**src/rtl/spi_flash_reader.sv**
```systemverilog
// SPI mode-0 initiator: issues READ + 24-bit address, streams len bytes onto a valid/ready port.
// Define SPI_FLASH_READER_FASTREAD_EN for FAST_READ (0x0B) with 8 dummy SCK cycles after the address.
module spi_flash_reader #(
    parameter int unsigned CLK_DIV = 2,
    parameter int unsigned LEN_W   = 16
) (
    input  logic             clock,
    input  logic             resetb,
    input  logic             start,
    input  logic [23:0]      addr,
    input  logic [LEN_W-1:0] len,
    output logic             busy,
    output logic             done,
    output logic [7:0]       rd_data,
    output logic             rd_valid,
    input  logic             rd_ready,
    output logic             flash_csb,
    output logic             flash_clk,
    output logic             flash_io0,
    input  logic             flash_io1
);

`ifdef SPI_FLASH_READER_FASTREAD_EN
    localparam logic [7:0] CMD_BYTE = 8'h0B;
    typedef enum logic [2:0] {IDLE, CS_SETUP, CMD, ADDR, DUMMY, DATA, CS_HOLD} state_t;
`else
    localparam logic [7:0] CMD_BYTE = 8'h03;
    typedef enum logic [2:0] {IDLE, CS_SETUP, CMD, ADDR, DATA, CS_HOLD} state_t;
`endif
    localparam logic [7:0] DIV_LAST = 8'(CLK_DIV - 1);

    state_t           r_state;
    state_t           w_next;
    logic [7:0]       r_div;
    logic             r_sck;
    logic [31:0]      r_tx;
    logic [7:0]       r_rx;
    logic [4:0]       r_cnt;
    logic [LEN_W-1:0] r_remaining;
    logic             r_last;
    logic             r_load;
    logic             r_done;
    logic [7:0]       r_rd_data;
    logic             r_rd_valid;

    logic w_shifting, w_div_end, w_stall, w_tick, w_rise, w_fall;
    logic w_hs, w_accept, w_zero_len, w_hold_end, w_bit_last;

    always_comb begin
        w_shifting = (r_state != IDLE) && (r_state != CS_HOLD);
        w_div_end  = (r_div == DIV_LAST);
        // A pending byte parks SCK low with the divider frozen so nothing is overwritten.
        w_stall    = (r_state == DATA) && r_rd_valid && !rd_ready && !r_sck;
        w_tick     = w_shifting && w_div_end && !w_stall;
        w_rise     = w_tick && !r_sck;
        w_fall     = w_tick && r_sck;
        w_hs       = r_rd_valid && rd_ready;
        w_accept   = (r_state == IDLE) && start && (len != '0);
        w_zero_len = (r_state == IDLE) && start && (len == '0);
        w_hold_end = (r_state == CS_HOLD) && !r_rd_valid && w_div_end;
        w_bit_last = (r_state == ADDR) ? (r_cnt == 5'd23) : (r_cnt == 5'd7);
    end

    always_ff @(posedge clock) begin
        if (!resetb) r_state <= IDLE;
        else         r_state <= w_next;
    end

    // The CS_SETUP divider expiry is itself the first SCK rise, counted as command bit 0.
    always_comb begin
        w_next = r_state;
        case (r_state)
            IDLE:     if (w_accept) w_next = CS_SETUP;
            CS_SETUP: if (w_rise) w_next = CMD;
            CMD:      if (w_rise && w_bit_last) w_next = ADDR;
`ifdef SPI_FLASH_READER_FASTREAD_EN
            ADDR:     if (w_rise && w_bit_last) w_next = DUMMY;
            DUMMY:    if (w_rise && w_bit_last) w_next = DATA;
`else
            ADDR:     if (w_rise && w_bit_last) w_next = DATA;
`endif
            DATA:     if (w_fall && r_last) w_next = CS_HOLD;
            CS_HOLD:  if (w_hold_end) w_next = IDLE;
            default:  w_next = IDLE;
        endcase
    end

    always_comb begin
        busy      = (r_state != IDLE);
        flash_csb = (r_state == IDLE);
    end

    always_ff @(posedge clock) begin
        if (!resetb) begin
            r_div       <= '0;
            r_sck       <= 1'b0;
            r_tx        <= '0;
            r_rx        <= '0;
            r_cnt       <= '0;
            r_remaining <= '0;
            r_last      <= 1'b0;
            r_load      <= 1'b0;
            r_done      <= 1'b0;
            r_rd_data   <= '0;
            r_rd_valid  <= 1'b0;
        end else begin
            r_load <= 1'b0;
            r_done <= w_zero_len || w_hold_end;

            if ((r_state == IDLE) || ((r_state == CS_HOLD) && r_rd_valid) || (w_div_end && !w_stall))
                r_div <= '0;
            else if (!w_stall)
                r_div <= r_div + 8'd1;

            if (w_accept) begin
                r_tx        <= {CMD_BYTE, addr};
                r_remaining <= len;
                r_last      <= 1'b0;
                r_cnt       <= '0;
            end

            if (w_rise) begin
                r_sck <= 1'b1;
                r_cnt <= w_bit_last ? 5'd0 : r_cnt + 5'd1;
                if (r_state == DATA) begin
                    r_rx <= {r_rx[6:0], flash_io1};
                    if (w_bit_last) begin
                        r_load <= 1'b1;
                        r_last <= (r_remaining == LEN_W'(1));
                    end
                end
            end

            if (w_fall) begin
                r_sck <= 1'b0;
                r_tx  <= {r_tx[30:0], 1'b0};
            end

            if (r_load) begin
                r_rd_data   <= r_rx;
                r_rd_valid  <= 1'b1;
                r_remaining <= r_remaining - LEN_W'(1);
            end else if (w_hs) begin
                r_rd_valid <= 1'b0;
            end
        end
    end

    assign done      = r_done;
    assign rd_data   = r_rd_data;
    assign rd_valid  = r_rd_valid;
    assign flash_clk = r_sck;
    assign flash_io0 = r_tx[31];

endmodule

```
**config.mk**
```make
export PLATFORM = sky130hd
export DESIGN_NAME = spi_flash_reader
export DESIGN_NICKNAME = d
export VERILOG_FILES = /design/src/rtl/spi_flash_reader.sv
export SDC_FILE = /design/constraint.sdc
export NUM_CORES = 1
export LEC_CHECK = 0
export ABC_AREA = 0
export CAP_MARGIN = 10
export CORE_AREA = 2 2 103 95
export DETAILED_ROUTE_END_ITERATION = 6
export DIE_AREA = 0 0 105 97
export PLACE_DENSITY_LB_ADDON = 0.05
export SYNTH_ARGS = -nofsm -noshare
export SYNTH_HDL_FRONTEND = slang
export SYNTH_SLANG_ARGS = --single-unit
```
**constraint.sdc**
```tcl
create_clock -name clock -period 2.6 [get_ports clock]
set_clock_uncertainty 0.1 [all_clocks]
set_input_delay 0.78 -clock clock [delete_from_list [all_inputs] [get_ports clock]]
set_output_delay 0.78 -clock clock [all_outputs]
set_load 0.1 [all_outputs]
```
# Word-level counts from Yosys, hierarchy flattened
# Cells that the tools add are included.
# totals
reg_bits	85
output_inout_bits	14
# op_classes
add_sub_neg	3
eq_ne	16
n_mux	22
bitwise_logic	1
reduce_logical	38
# ops
op	n
$mux W32	2
$mux W16	2
$logic_and A1 B1 Y1	18
$mux W3	6
$pmux W3 S6	1
$eq A16 B1 Y1 const B	1
$logic_not A16 Y1	1
$reduce_bool A16 Y1	1
$sub A16 B1 Y16 const B	1
$mux W5	3
$add A8 B1 Y8 const B	1
$eq A8 B1 Y1 const B	1
$mux W1	8
$reduce_bool A2 Y1	4
$eq A3 B2 Y1 const B	2
$eq A3 B3 Y1 const B	2
$ne A2 B1 Y1 const B	3
$ne A2 B2 Y1 const B	3
$reduce_and A6 Y1	1
$add A5 B1 Y5 const B	1
$eq A5 B3 Y1 const B	1
$eq A5 B5 Y1 const B	1
$logic_not A1 Y1	4
$reduce_or A2 Y1	2
8 further kinds	10

# Logic depth before layout (Yosys ltp)
# logic_depth
word_depth	10
mapped_depth	8
mapped_depth_nobuf	7

# Worst setup path before layout
# Ideal clock, no wire load.
# synth_path
kind	reg-to-output
start	register r_state[1]
end	output busy
t_arrival_ps	3994
required_time_ps	1720
slack_ps	-2274
path_stages_with_launch	4
path_cell_list	dfxtp_1 -> buf_2 -> nor3_1 -> inv_1
# synth_between
elab_chain_len	1
# synth_lines
item	line_no	rtl
from (decl)	32	state_t r_state;
from (signal assigned)	66	else r_state <= w_next;
$reduce_bool A3 Y1	89	busy = (r_state != IDLE);
to (decl)	12	output logic busy,
# Every way passes these cells.

# Worst setup path in the final report
# Same ends and word-level chain as after synthesis.

==> flow_summary.toml <==
[status]
status = "completed"

[cells_and_area]
fin_nets = 600
final_design_area_no_fill_um2 = 5211
drive_gt1_frac = 0.1658
mostFrequentLayoutCell = "dfxtp_1"
mostFrequentLayoutCells = "85 x dfxtp_1, 55 x buf_4, 52 x nand2_1"
antenna_cells = 0
area_growth_pct = 30.61

[yosys]
ys_seq_area_frac = 0.4265
synth_edf_count = 0
synth.net_count = 513
synth-seq-cells = 85
avgSynthCellArea_um2 = 8.618
syn_inst = 463
synth_cell_type_count = 54
synthArstFlopShare = 0
synth_top_area_share = 0.4265
synth_area_leaders = "dfxtp_1 43%, a22oi_1 5.6%, mux2i_1 5.0%"
yosys.area.top_type = "dfxtp_1"
syn_area_um2 = 3990
ys.flop_type = "dfxtp_1"
yosys_warnings = 0

[sta]
finalHoldViolations = 0
period_minus_slack_ps = 2418
finalSetupViolCount = 0
relSlewSlack = 0.4804
worstMarginPinSlew_ps = 774.7
fin_crit_sh = 0.9299
max_freq_mhz = 413.6
rsz0062_at_grt = "false"
maxSlewViolCount = 0
fin_ws_ps = 182.2

[drt]
first_pass_iters = 5
wl_per_cell_um = 15.28
route.detailed.drc = 0
drtIter0Drc = 288
ant_nets = 0
vias = 3688
drt-vias-per-instance = 5.448
finalWirelength_mm = 10.35

[worst_setup_path]
crit_type = "register to output port"
critical-path-slowest-cell = "dfxtp_1"
crit_family = "flip-flops"
cp_max_fo = 11
path_buf_inv = 2
crit_required_ps = 1720
arrival_ps = 1540
slowest_delay_ps = 450
cp-end-kind = "output port"
startpoint_type = "register"
crit_chain = "nor3_4, inv_1, buf_12"

[die]
core_area_um2 = 9001
rows = 33
start_util = 0.4433
io_pins = 59
dieArea_um2 = 10190
die-width_um = 105
die_y_um = 97

[placed_design]
place_ws_ps = -152.4
dpl.hpwl_mm = 7.343
place_congestion = 0.8356
portBuffers = 58
dpl_cell_area_um2 = 5010

[cts]
cts_buffers = 9
cts_resized = 0
cts_hold_buffers = 0
clk_pin_slew_ps = 90
cts_tree = "built"
postCtsSetupRepairBufs = 0
insertion_delay_ps = 370
cts.sinks = 85
htreeDepth = 3
cts_max_path_buffers = 2
clockRootBuffer = "clkbuf_8"

[grt]
grt_pass1_wl_mm = 17.57
antenna_found_initial = 0
grt_max_degree = 38
grt_pass1_vias = 3551
overflow = 0
grt_usage = 0.2097

[pwr]
p_per_area_nw_per_um2 = 792.3
vdd_drop_max_v = 0.0004288
p_leak_nw = 1.963

[flow_run]
drv_cap = 0

[worst_hold_path]
hp-class = "register to register"
report_power, final:
| group | internal (mW) | switching [mW] | leakage, nW |
|---|---|---|---|
| Clock | 0.383 | 0.561 | 0.100 |
| Sequential | 1.44 | 0.135 | 0.692 |
| Combinational | 0.693 | 0.915 | 1.17 |
| Total | 2.52 | 1.61 | 1.96 |
worst reg2reg max path, delay by kind of cell, from the launching register on:
family          cells  cell delay, ps
flops               1             400
buf+inv             1             190
fa+ha+maj           1             190
compound gates      3             840
simple gates        1             500
final cells by class:
class                   count  area (µm²)
fillers                   865        3790
multi-input cells         335        2130
inverters                  14       52.55
well taps                 122       152.6
clock buffers               9       123.9
repair buffers            105       973.4
clock inverters             7       77.57
flip-flops and latches     85        1702
path summary, 6_finish.rpt:
check             slack (ps)  startpoint  depth (start not counted)       end
setup / recovery         180  r_state[1]                          3      busy
hold / removal           360    r_tx[15]                          2  r_tx[15]
setup reg to reg         290    r_div[0]                          6  r_tx[25]
hold reg to reg          360    r_tx[15]                          2  r_tx[15]
metal layers:
| metal | up-vias | share of wire | track usage |
|---|---|---|---|
| li1 | 1860 | - | - |
| met1 | 1724 | 0.49 | 0.2898 |
| met2 | 90 | 0.44 | 0.3232 |
| met3 | 14 | 0.056 | 0.05593 |
| met4 | 0 | 0.013 | 0.05538 |
| met5 | - | 0 | 0 |
cell usage after synthesis (2+ instances only):
master	instances
dfxtp_1	85
nand2_1	52
nor2_1	48
a21oi_1	32
a22oi_1	30
mux2i_1	20
nand3_1	19
clkbuf_1	15
inv_1	13
nor3_1	12
a211oi_1	11
buf_2	11
nand4_1	10
o21ai_0	10
xor2_1	10
nor4_1	9
xnor2_1	9
a311oi_1	6
ha_1	5
o211a_1	5
o31ai_1	4
and2_1	3
and3_1	3
nand3b_1	3
o211ai_1	3
a211o_1	2
a221oi_1	2
a41o_1	2
buf_4	2
nand2b_1	2
nor2b_1	2
sequential cells by signal, summed over array words and instances, names as in the netlist:
name and cells:
done 1, flash_clk 1, r_cnt 5, r_div 8, r_last 1, r_load 1, r_remaining 16, r_rx 8
r_state 3, r_tx 32, rd_data 8, rd_valid 1
per-stage QoR:
step,cells,hold WS [ps],total power [mW],setup TNS [ps],util
finish,677,357.5,4.129,0,0.5790
CTS,677,359.6,4.143,0,0.5790
global route,677,378.7,4.359,0,0.5790
detailed placement,661,346.2,3.195,-5559,0.5566
floorplan,463,329.7,2.602,-306.3,-
global placement,661,341.6,3.180,-6415,0.5566
cell families (layout without fill, tap and decap cells):
group,count (synthesis),count (layout),synth area share
multiplexers,20,20,0.05017
buffers and inverters,43,135,0.04578
flip-flops,85,85,0.4265
AO/OA/AOI/OAI,119,119,0.2154
AND/OR/NAND/NOR,172,172,0.2048
adder cells (fa/ha/maj),5,5,0.01568
XOR/XNOR,19,19,0.04171
Power figures use the tool's default switching activity.
